`src/rtl/regfile_write_arbiter_if.sv`:
```
// Write-request bundle for regfile_write_arbiter: two valid/ready
// requesters (A = ALU writeback, B = memory load) sharing one write port.
interface regfile_write_arbiter_if #(
    parameter int N = 8,
    parameter int A = 2
);
    logic         a_valid;
    logic [A-1:0] a_addr;
    logic [N-1:0] a_data;
    logic         a_ready;
    logic         b_valid;
    logic [A-1:0] b_addr;
    logic [N-1:0] b_data;
    logic         b_ready;

    modport master (
        output a_valid, a_addr, a_data,
        output b_valid, b_addr, b_data,
        input  a_ready, b_ready
    );

    modport slave (
        input  a_valid, a_addr, a_data,
        input  b_valid, b_addr, b_data,
        output a_ready, b_ready
    );
endinterface

```
`src/rtl/regfile_write_arbiter.sv`:
```
// Register bank of 2**A x N bits with a single write port shared by two
// requesters under round-robin arbitration, a one-register-per-cycle
// clear sweep and an asynchronous read port.
//
//   state | meaning
//   ------+-------------------------------------------------------------
//   IDLE  | normal arbitration between A and B
//   SWEEP | bank being zeroed, reg[idx] cleared each cycle
module regfile_write_arbiter #(
    parameter int N = 8,
    parameter int A = 2
) (
    input  logic                     clock,
    input  logic                     reset,
    regfile_write_arbiter_if.slave   wr,
    input  logic                     clear,
    output logic                     busy,
    output logic                     last_grant,
    input  logic [A-1:0]             rd_addr,
    output logic [N-1:0]             rd_data
);
    localparam int R = 1 << A;

    typedef enum logic {
        IDLE  = 1'b0,
        SWEEP = 1'b1
    } state_t;

    state_t       state;
    logic [A-1:0] idx;
    logic [N-1:0] bank [R];
    logic         a_fire;
    logic         b_fire;

    // Grant: clear and an active sweep block both requesters; on a tie the
    // requester that did not win last time goes first.
    always_comb begin
        wr.a_ready = 1'b0;
        wr.b_ready = 1'b0;
        if (state == IDLE && !clear) begin
            if (wr.a_valid && wr.b_valid) begin
                if (last_grant) begin
                    wr.a_ready = 1'b1;
                end else begin
                    wr.b_ready = 1'b1;
                end
            end else begin
                wr.a_ready = wr.a_valid;
                wr.b_ready = wr.b_valid;
            end
        end
    end

    assign a_fire = wr.a_valid && wr.a_ready;
    assign b_fire = wr.b_valid && wr.b_ready;

    // Asynchronous read; a same-cycle write only lands on the next edge.
    assign rd_data = bank[rd_addr];

    // Controller state, sweep index, grant history and the bank itself.
    always_ff @(posedge clock) begin
        if (reset) begin
            state      <= IDLE;
            idx        <= '0;
            busy       <= 1'b0;
            last_grant <= 1'b1;
            for (int i = 0; i < R; i++) begin
                bank[i] <= '0;
            end
        end else begin
            case (state)
                IDLE: begin
                    if (clear) begin
                        state <= SWEEP;
                        idx   <= '0;
                        busy  <= 1'b1;
                    end else if (a_fire) begin
                        bank[wr.a_addr] <= wr.a_data;
                        last_grant      <= 1'b0;
                    end else if (b_fire) begin
                        bank[wr.b_addr] <= wr.b_data;
                        last_grant      <= 1'b1;
                    end
                end
                SWEEP: begin
                    bank[idx] <= '0;
                    idx       <= idx + A'(1);
                    if (idx == A'(R - 1)) begin
                        state <= IDLE;
                        busy  <= 1'b0;
                    end
                end
                default: begin
                    state <= IDLE;
                    busy  <= 1'b0;
                end
            endcase
        end
    end
endmodule

```
`src/flat_wrapper.sv`:
```
// flat-port wrapper written by rule: the top's interface ports become plain ports
module regfile_write_arbiter_flat 
#(
    parameter int N = 8,
    parameter int A = 2
)
  (clock, reset, clear, busy, last_grant, rd_addr, rd_data, wr_a_valid, wr_a_addr, wr_a_data, wr_b_valid, wr_b_addr, wr_b_data, wr_a_ready, wr_b_ready);
  regfile_write_arbiter_if #(.N(N), .A(A)) wr_i ();
  input  logic clock;
  input  logic reset;
  input  logic clear;
  output logic busy;
  output logic last_grant;
  input  logic [A-1:0] rd_addr;
  output logic [N-1:0] rd_data;
  input wire logic [$bits(wr_i.a_valid)-1:0] wr_a_valid;
  input wire logic [$bits(wr_i.a_addr)-1:0] wr_a_addr;
  input wire logic [$bits(wr_i.a_data)-1:0] wr_a_data;
  input wire logic [$bits(wr_i.b_valid)-1:0] wr_b_valid;
  input wire logic [$bits(wr_i.b_addr)-1:0] wr_b_addr;
  input wire logic [$bits(wr_i.b_data)-1:0] wr_b_data;
  output wire logic [$bits(wr_i.a_ready)-1:0] wr_a_ready;
  output wire logic [$bits(wr_i.b_ready)-1:0] wr_b_ready;
  assign wr_i.a_valid = wr_a_valid;
  assign wr_i.a_addr = wr_a_addr;
  assign wr_i.a_data = wr_a_data;
  assign wr_i.b_valid = wr_b_valid;
  assign wr_i.b_addr = wr_b_addr;
  assign wr_i.b_data = wr_b_data;
  assign wr_a_ready = wr_i.a_ready;
  assign wr_b_ready = wr_i.b_ready;
  regfile_write_arbiter #(.N(N), .A(A)) u_core (.clock(clock), .reset(reset), .wr(wr_i), .clear(clear), .busy(busy), .last_grant(last_grant), .rd_addr(rd_addr), .rd_data(rd_data));
endmodule
```
`config.mk`:
```
export PLATFORM = sky130hd
export DESIGN_NAME = regfile_write_arbiter_flat
export DESIGN_NICKNAME = d
export VERILOG_FILES = /design/src/rtl/regfile_write_arbiter_if.sv /design/src/rtl/regfile_write_arbiter.sv /design/src/flat_wrapper.sv
export SDC_FILE = /design/constraint.sdc
export NUM_CORES = 1
export LEC_CHECK = 0
export ABC_AREA = 1
export BUFFER_PORTS_ARGS = -buffer_cell sky130_fd_sc_hd__buf_2
export CAP_MARGIN = 40
export CORE_MARGIN = 3
export CORE_UTILIZATION = 45
export CTS_BUF_LIST = sky130_fd_sc_hd__clkbuf_2 sky130_fd_sc_hd__clkbuf_4 sky130_fd_sc_hd__clkbuf_8
export DETAILED_ROUTE_END_ITERATION = 10
export MAX_ROUTING_LAYER = met4
export PLACE_DENSITY = 0.74
export SETUP_SLACK_MARGIN = 0.15
export SLEW_MARGIN = 20
export SYNTH_ARGS = -nofsm -noshare
export SYNTH_HDL_FRONTEND = slang
export SYNTH_SLANG_ARGS = --single-unit
export TNS_END_PERCENT = 5
```
`constraint.sdc`:
```
create_clock -name clock -period 1.8 [get_ports clock]
set_clock_uncertainty 0.05 [all_clocks]
set_input_delay 0.09 -clock clock [delete_from_list [all_inputs] [get_ports clock]]
set_output_delay 0.09 -clock clock [all_outputs]
set_load 0.05 [all_outputs]
```
# After elaboration in Yosys (flattened, before gate mapping)
# Memories as Yosys holds them, arrays and structs flattened.
# Cells that the tools add are included.
word_totals:
  latch_bits: 0
  memories: 1
  word_cells: 63
  mem_bits_rw: 32
  mem_bits_ro: 0
  reg_bits: 5
classes:
  div: 0
  add_sub_neg: 1
  muxes: 41
  reduce_logical: 11
  mul: 0
  shifts: 0
  eq_ne: 3
  order_cmp: 0
  bitwise: 2
mem_list:
  columns: ["name", "words", "word_bits", "read_ports", "rd_ports_with_merged_regs", "wr", "line_no", "source"]
  rows:
  - ["u_core.bank", 4, 8, 1, 0, 4, "regfile_write_arbiter.sv:31", "logic [N-1:0] bank [R];"]
ops:
  columns: ["operator", "n"]
  rows:
  - ["$mux W1", 31]
  - ["$mux W8", 3]
  - ["$reduce_or A8 Y1", 3]
  - ["$mux W2", 4]
  - ["$logic_and A1 B1 Y1", 4]
  - ["$ne A2 B2 Y1 const B", 2]
  - ["$pmux W1 S2", 2]
  - ["$pmux W2 S2", 1]
  - ["$reduce_and A3 Y1", 1]
  - ["$add A2 B1 Y2 const B", 1]
  - ["$eq A2 B2 Y1 const B", 1]
  - ["$not A1 Y1", 2]
  - ["$reduce_and A2 Y1", 1]
  - ["$reduce_bool A2 Y1", 1]
  - ["$logic_not A1 Y1", 1]

# Longest topological paths before layout
# Gate-level depths: netlist (run 1).
depth:
  word_depth: 13
  depth_mapped: 9

# Worst setup path before layout (run 1)
# Ideal clock, no wire load.
synth_path:
  path_kind: "reg-to-reg"
  startpoint: "register u_core.last_grant"
  endpoint: "memory u_core.bank[2][0], enable pin"
  n_path_buf: 1
  required_ps: 1376
  slack_ps: -667
  t_arrival_ps: 2043
  period_less_slack_ps: 2467
  stages_incl_launch_ff: 8
  path_cell_list: "dfxtp_1 nor2_1 nor2_4 nand3_1 nand3_2 nand2_2 buf_6 o21ai_1"
synth_rtl:
  columns: ["item", "line_no", "source"]
  rows:
  - ["start, declared", "regfile_write_arbiter.sv:18", "output logic last_grant,"]
  - ["start signal, assigned", "regfile_write_arbiter.sv:66", "last_grant <= 1'b1;"]
  - ["start signal, assigned", "regfile_write_arbiter.sv:79", "last_grant <= 1'b0;"]
  - ["start signal, assigned", "regfile_write_arbiter.sv:82", "last_grant <= 1'b1;"]
  - ["end, declared", "regfile_write_arbiter.sv:31", null]

==> metrics, run 1 <==
fin crit period=1620 ps; Int Power=0.00156 W; GRT overflow=0; drt drc=0; Comb pwr share=0.195; Yosys top cell by area=edfxtp_1; Yosys cell types=23; Final Util=0.642; Worst EP required=1750 ps; RSZ-0062 raised after global routing=true; synth warn=0; Fin Setup TNS=0 ps; number of diodes=0; sequential-to-total area share from yosys stat=0.567; Sw Pwr=0.000571 W; run status=finished clean; pin count of the biggest net entering global routing=18; PortBufs=38; met2 usage=0.307; Setup-failing EPs final=0; Seq pwr share=0.478; First-pass DRT Iterations=4; ys flop type=edfxtp_1; Power, Total=about 0.0021 W; startpoint types=flop; Slew Viols, Final=0; CTS tree=yes; top cell type's share of synthesized area=0.513; WP data arrival=1570 ps; Via Count=1581; Post-synth top cells=nor2_1 (64), inv_1 (35), edfxtp_1 (32); maximum VDD drop=0.476 mV; Register Area=between 1000 and 1500 sq um; CP endpoint kind=flop; clk_lat worst skew=roughly 280 ps; critical path type=reg2reg; Die Footprint=between 4000 and 5000 sq um; largest cells by area after synthesis=edfxtp_1 (51%), nor2_1 (13%), inv_1 (7.0%), dfxtp_1 (5.3%), o21ai_0 (4.5%); vias in the first global route=1550; Placer Congestion=0.858; most common cell in the synthesized netlist=nor2_1; Filler cells=314; Die H=70.5 um; area added between synthesis and finish=31.3%; average size of a mapped cell=9.22 sq um; Post-synth ARST share=0; Iter 0 DRT Violations=about 130; Clk pwr share=0.327; P per Cell Area=approximately 870 nW/um^2; met1 Track Usage GR=0.246; Root Driver=clkbuf_8; Worst Path Max Fanout=8; share of cells above drive strength 1=0.370; antenna viol nets, final=0; CORE AREA=between 3000 and 4000 sq um; Synth Instances=203; Post-Route WL=4.48 mm; period utilization=0.902; first-pass GRT wire length=7.22 mm; H-tree depth=2; relative slew slack=0.680; Seq cells post-synth=37; Die X=70.5 um; Leak Pwr=around 1.1 nW; mapped cell area=~1900 sq um; multi-input logic area=728 sq um; HPWL after DPL=3.19 mm; Synth Net Count=231; Vias/cell=around 5; Reg clk slew, reported paths=~70 ps; row cnt=22; fmax=616 MHz; initial antenna violation count=0; I/O pins=39; Final #Nets=289; Sink Count=37; EDFF count, synth=32; worst min-delay path class=in2reg; Routed WL per cell=14.5 um; M3 GR Usage=0.0417; global routing's busiest layer=met2; switching share of power=0.267; CTS Buf Count=5; final hold vios=0; Slew @ Worst Pin=479 ps; global-route usage over all layers=0.192; Max-cap violations=0; starting density of the core=0.489; Clock Path Buffers=2
-- final timing paths --
path / startpoint / to / slack [ps] / cells after the start
worst max-delay path: u_core.state / u_core.bank[2][4] / 180 / 8
worst min-delay path: clear / u_core.busy / 60 / 3
worst max register to register: u_core.state / u_core.bank[2][4] / 180 / 8
worst min register to register: u_core.busy / u_core.busy / 440 / 2
-- area by class of cell --
class / instances / area share
well taps: 48 / 0.0244
inverters: 35 / 0.0535
repair buffers: 56 / 0.146
clock inverters: 2 / 0.0137
flip-flops and latches: 37 / 0.435
multi-input cells: 126 / 0.296
clock buffers: 6 / 0.0311
-- power groups by stage --
stage	Sequential, W	Clock, W	Combinational (W)
global placement	0.00104	0	0.000363
CTS	0.00102	0.000707	0.000380
finish	0.00102	0.000698	0.000416
global route	0.00103	0.000749	0.000448
floorplan	0.00104	0	0.000236
detailed placement	0.00104	0	0.000370
-- cell families (layout without fill, tap and decap cells) --
| logic type | Yosys count | after routing | synth area share |
|---|---|---|---|
| AOI/OAI and AO/OA | 31 | 31 | 0.0909 |
| adders and majority gates | 1 | 1 | 0.00668 |
| buffers and inverters | 40 | 99 | 0.0889 |
| DFF | 37 | 37 | 0.567 |
| and+or+nand+nor | 94 | 94 | 0.247 |
-- state kept, by name, summed over array words and instances (netlist names) --
signal and cells:
u_core.state 1, u_core.busy 1, u_core.last_grant 1, u_core.bank 32, u_core.idx 2
-- layout by cell type, fill, tap and decap left out --
cell           Yosys  layout
inv_2              0       2
clkbuf_8           0       5
dlygate4sd3_1      0       1
clkbuf_4           0       1
clkinv_1           0       1
nand2_1            6       4
nand3b_4           0       1
a21oi_1            4       3
nor2_1            64      59
nor4_2             0       1
a32o_1             1       1
nor2_4             2       2
and2_2             0       1
nor2_2             0       5
buf_4              0      11
dfxtp_4            0       2
buf_2              1      38
o22ai_1            8       8
nand4_1            2       2
o21ai_4            0       1
dfxtp_1            5       3
buf_12             0       1
a21oi_2            0       1
inv_1             35      33
o21ai_0           17      17
nand2_2            4       2
bufinv_16          0       1
buf_6              2       5
nor3_2             8       8
nand3_2            2       5
nand2_4            0       4
ha_1               1       1
edfxtp_1          32      32
-- critical path: stages, from the launching register on --
cell	delay [ps]
dfxtp_4	370
nor2_4	100
nand2_2	70
nor2_4	150
nand3_2	100
nand3_2	110
nand2_4	90
o21ai_4	150
buf_12	150
-- layer usage --
| metal | routed length, um | part of all wire | up-vias |
|---|---|---|---|
| li1 | - | - | 784 |
| met1 | 1860 | 0.42 | 728 |
| met2 | 2250 | 0.50 | 63 |
| met3 | 314 | 0.070 | 6 |
| met4 | 56 | 0.012 | 0 |
| met5 | 0 | 0 | - |
-- per-stage QoR --
step	cell area, sq um	worst slack, ps	instances	hold slack, ps
detailed placement	2200	85.2	295	256
global route	2460	83.9	310	75.6
global placement	2200	122	295	256
finish	2460	176	310	62.7
CTS	2340	76.5	305	48.5
floorplan	1900	-146	203	112
-- timing repair --
action                                  in CTS  in global routing
resized for setup                            0                 22
endpoints found under the setup margin      45                 64
pin swaps                                    1                  5
setup buffers                                1                  5
hold endpoints to repair                     1                  0
hold buffers                                 1                  0
Note: power is estimated with default switching activity, not from simulation.
==> run 2, diff against run 1 <==
--- a/config.mk
+++ b/config.mk
@@ -13,7 +13,7 @@
 export CTS_BUF_LIST = sky130_fd_sc_hd__clkbuf_2 sky130_fd_sc_hd__clkbuf_4 sky130_fd_sc_hd__clkbuf_8
 export DETAILED_ROUTE_END_ITERATION = 10
 export MAX_ROUTING_LAYER = met4
-export PLACE_DENSITY = 0.74
+export PLACE_DENSITY = 0.72
 export SETUP_SLACK_MARGIN = 0.15
 export SLEW_MARGIN = 20
 export SYNTH_ARGS = -nofsm -noshare
==> constraint.sdc (replaced) <==
create_clock -name clock -period 1.5 [get_ports clock]
set_clock_uncertainty 0.05 [all_clocks]
set_input_delay 0.075 -clock clock [delete_from_list [all_inputs] [get_ports clock]]
set_output_delay 0.075 -clock clock [all_outputs]
set_load 0.05 [all_outputs]
==> run 2 against run 1 <==
  * The run now ends with negative setup slack left
  * Sequential share of layout area is 3.7 points lower
  * Combinational power is 33% higher
  * Routed wire length hardly changed
  * Die area stayed put
  * Global-route usage is 0.22 points higher
  * Final area is 9.3% higher
  * Final cell count is 6.8% higher
  * Clock-buffer cell count stayed put
  * Via count is 2.9% higher
  * Non-clock buffer count is 21 higher
  * First-iteration DRC count is 13% lower
  * Critical path depth is 1 lower
  * Critical endpoint is now u_core.bank[2][2]
  * Largest cell class unchanged
==> metrics, run 2 (same netlist as run 1, synthesis figures left out) <==
run status=complete, but fails checks (was finished clean); failing checks=negative setup slack; Final Worst Setup Slack=-86.7 ps (was 176 ps); Die Footprint=4970 sq um (unchanged); Fin Setup TNS=-2680 ps (was 0 ps); Final #Nets=310 (was 289); startpoint types=flop (unchanged); P per Cell Area=981 nW/um^2 (was 868 nW/um^2); period utilization=1.06 (was 0.902); most common cell after layout, fill and taps aside=nor2_1 (unchanged); Routed WL per cell=13.6 um (was 14.5 um); Die H=70.5 um (unchanged); Clock Path Buffers=2 (unchanged); Die X=70.5 um (unchanged); Post-Route WL=4.49 mm (was 4.48 mm); global-route usage over all layers=0.194 (was 0.192); row cnt=22 (unchanged); drt drc=0 (unchanged); WP data arrival=1510 ps (was 1570 ps); Iter 0 DRT Violations=110 (was 126); maximum VDD drop=0.426 mV (was 0.476 mV); Root Driver=clkbuf_8 (unchanged); antenna viol nets, final=0 (unchanged); share of cells above drive strength 1=0.431 (was 0.370); clk_lat worst skew=290 ps (was 280 ps); worst min-delay path class=in2reg (unchanged); fin crit period=1590 ps (was 1620 ps); starting density of the core=0.489 (unchanged); CP endpoint kind=flop (unchanged); placed cells=317 (was 295); HPWL after DPL=3.18 mm (was 3.19 mm); Sink Count=37 (unchanged); H-tree depth=2 (unchanged); CORE AREA=3830 sq um (unchanged); final hold vios=0 (unchanged); Placer Congestion=0.790 (was 0.858); fmax=630 MHz (was 616 MHz); CTS tree=yes (unchanged); critical path's slowest cell=dfxtp_4 (unchanged); Slew Viols, Final=0 (unchanged); Worst EP required=1430 ps (was 1750 ps); first-pass GRT wire length=7.30 mm (was 7.22 mm); Reg clk slew, reported paths=70 ps (about the same); CP peak stage delay=360 ps (was 370 ps); I/O pins=39 (unchanged); Via Count=1627 (was 1581); Worst Path Max Fanout=8 (unchanged); Reg with most FFs=u_core.bank (unchanged); worst-path cell chain=nor2_4 > nand2_2 > nor2_4 > nand3_2 > nand3_2 > nand2_4 > o21ai_4 (was nor2_4 > nand2_2 > nor2_4 > nand3_2 > nand3_2 > nand2_4 > o21ai_4 > buf_12); First-pass DRT Iterations=4 (unchanged); PortBufs=38 (unchanged); worst hold slack=27.8 ps (was 62.7 ps); relative slew slack=0.808 (was 0.680); pin count of the biggest net entering global routing=12 (was 18); Leak Pwr=1.25 nW (was 1.13 nW); Vias/cell=4.92 (was 5.10); initial antenna violation count=0 (unchanged); largest registers=u_core.bank: 32 flops, u_core.idx: 2 flops (unchanged); CTS Hold Bufs=0 (was 1); Slew @ Worst Pin=286 ps (was 479 ps); RSZ-0062 raised after global routing=true (unchanged); Setup-failing EPs final=50 (was 0); GRT overflow=0 (unchanged); critical path type=reg2reg (unchanged); most frequent cells in the layout=nor2_1 (58), buf_4 (36), inv_1 (33), edfxtp_1 (32), buf_2 (31) (was nor2_1 (59), buf_2 (38), inv_1 (33), edfxtp_1 (32), o21ai_0 (17)); non-filler cells in the finished layout=331 (was 310); CTS Buf Count=5 (unchanged); Max-cap violations=0 (unchanged); max FFs per register=32 (unchanged); number of diodes=0 (unchanged); area added between synthesis and finish=43.4% (was 31.3%); vias in the first global route=1624 (was 1550)
[run 2: cell types whose count changed in the layout (fill, tap and decap cells not counted), moves of 4 or more]
cell,previous run,this run
clkbuf_4,1,5
buf_4,11,36
o21ai_0,17,6
o21ai_1,0,10
buf_2,38,31
[run 2: metal layers]
layer | track usage | vias up | wire length (um)
li1 | - | 827 | -
met1 | 0.229 | 728 | 1820
met2 | 0.322 | 62 | 2310
met3 | 0.0388 | 10 | 252
met4 | 0.0787 | 0 | 106
met5 | - | - | 0
[run 2: final cells by class]
| class | count | area (sq um) |
|---|---|---|
| repair buffers | 77 | 539 |
| multi-input cells | 126 | 776 |
| inverters | 35 | 131 |
| fillers | 268 | 1140 |
| flip-flops and latches | 37 | 1070 |
| clock buffers | 6 | 76.3 |
| well taps | 48 | 60.1 |
| clock inverters | 2 | 33.8 |
[run 2: timing repair]
item,in CTS,in global routing
cloned,0,0
setup buffers,3,3
setup endpoints to repair,70,72
pin swaps,7,5
resized for setup,25,28
[run 2: final timing paths]
path                                   start           endpoint  slack, ps  cells past startpoint
worst max-delay path            u_core.state  u_core.bank[2][2]        -90                      7
worst min-delay path                   clear        u_core.busy         30                      3
worst max register to register  u_core.state  u_core.bank[2][2]        -90                      7
worst min register to register   u_core.busy        u_core.busy        420                      2
[run 2: power breakdown]
| group | leakage (nW) | switching, W | internal (W) | total (W) |
|---|---|---|---|---|
| clock network | 0.0563 | 0.000345 | 0.000509 | 0.000854 |
| logic | 0.814 | 0.000343 | 0.000211 | 0.000554 |
| registers | 0.375 | 0.0000285 | 0.00120 | 0.00123 |
[run 2: critical path: cells and delay by family (launching register included)]
| family | cells | cell delay, ps |
|---|---|---|
| and+or+nand+nor | 6 | 580 |
| DFF | 1 | 360 |
| AOI/OAI and AO/OA | 1 | 280 |
[run 2: through the flow]
step | power [W] | setup slack (ps) | utilization | area (sq um)
6_report | 0.00263 | -86.7 | 0.702 | 2690
5_1_grt | 0.00274 | -188 | 0.702 | 2690
4_1_cts | 0.00260 | -84.3 | 0.680 | 2600
3_5_place_dp | 0.00171 | -209 | 0.617 | 2360
3_3_place_gp | 0.00170 | -172 | 0.617 | 2360
2_1_floorplan | 0.00153 | -446 | - | 1900
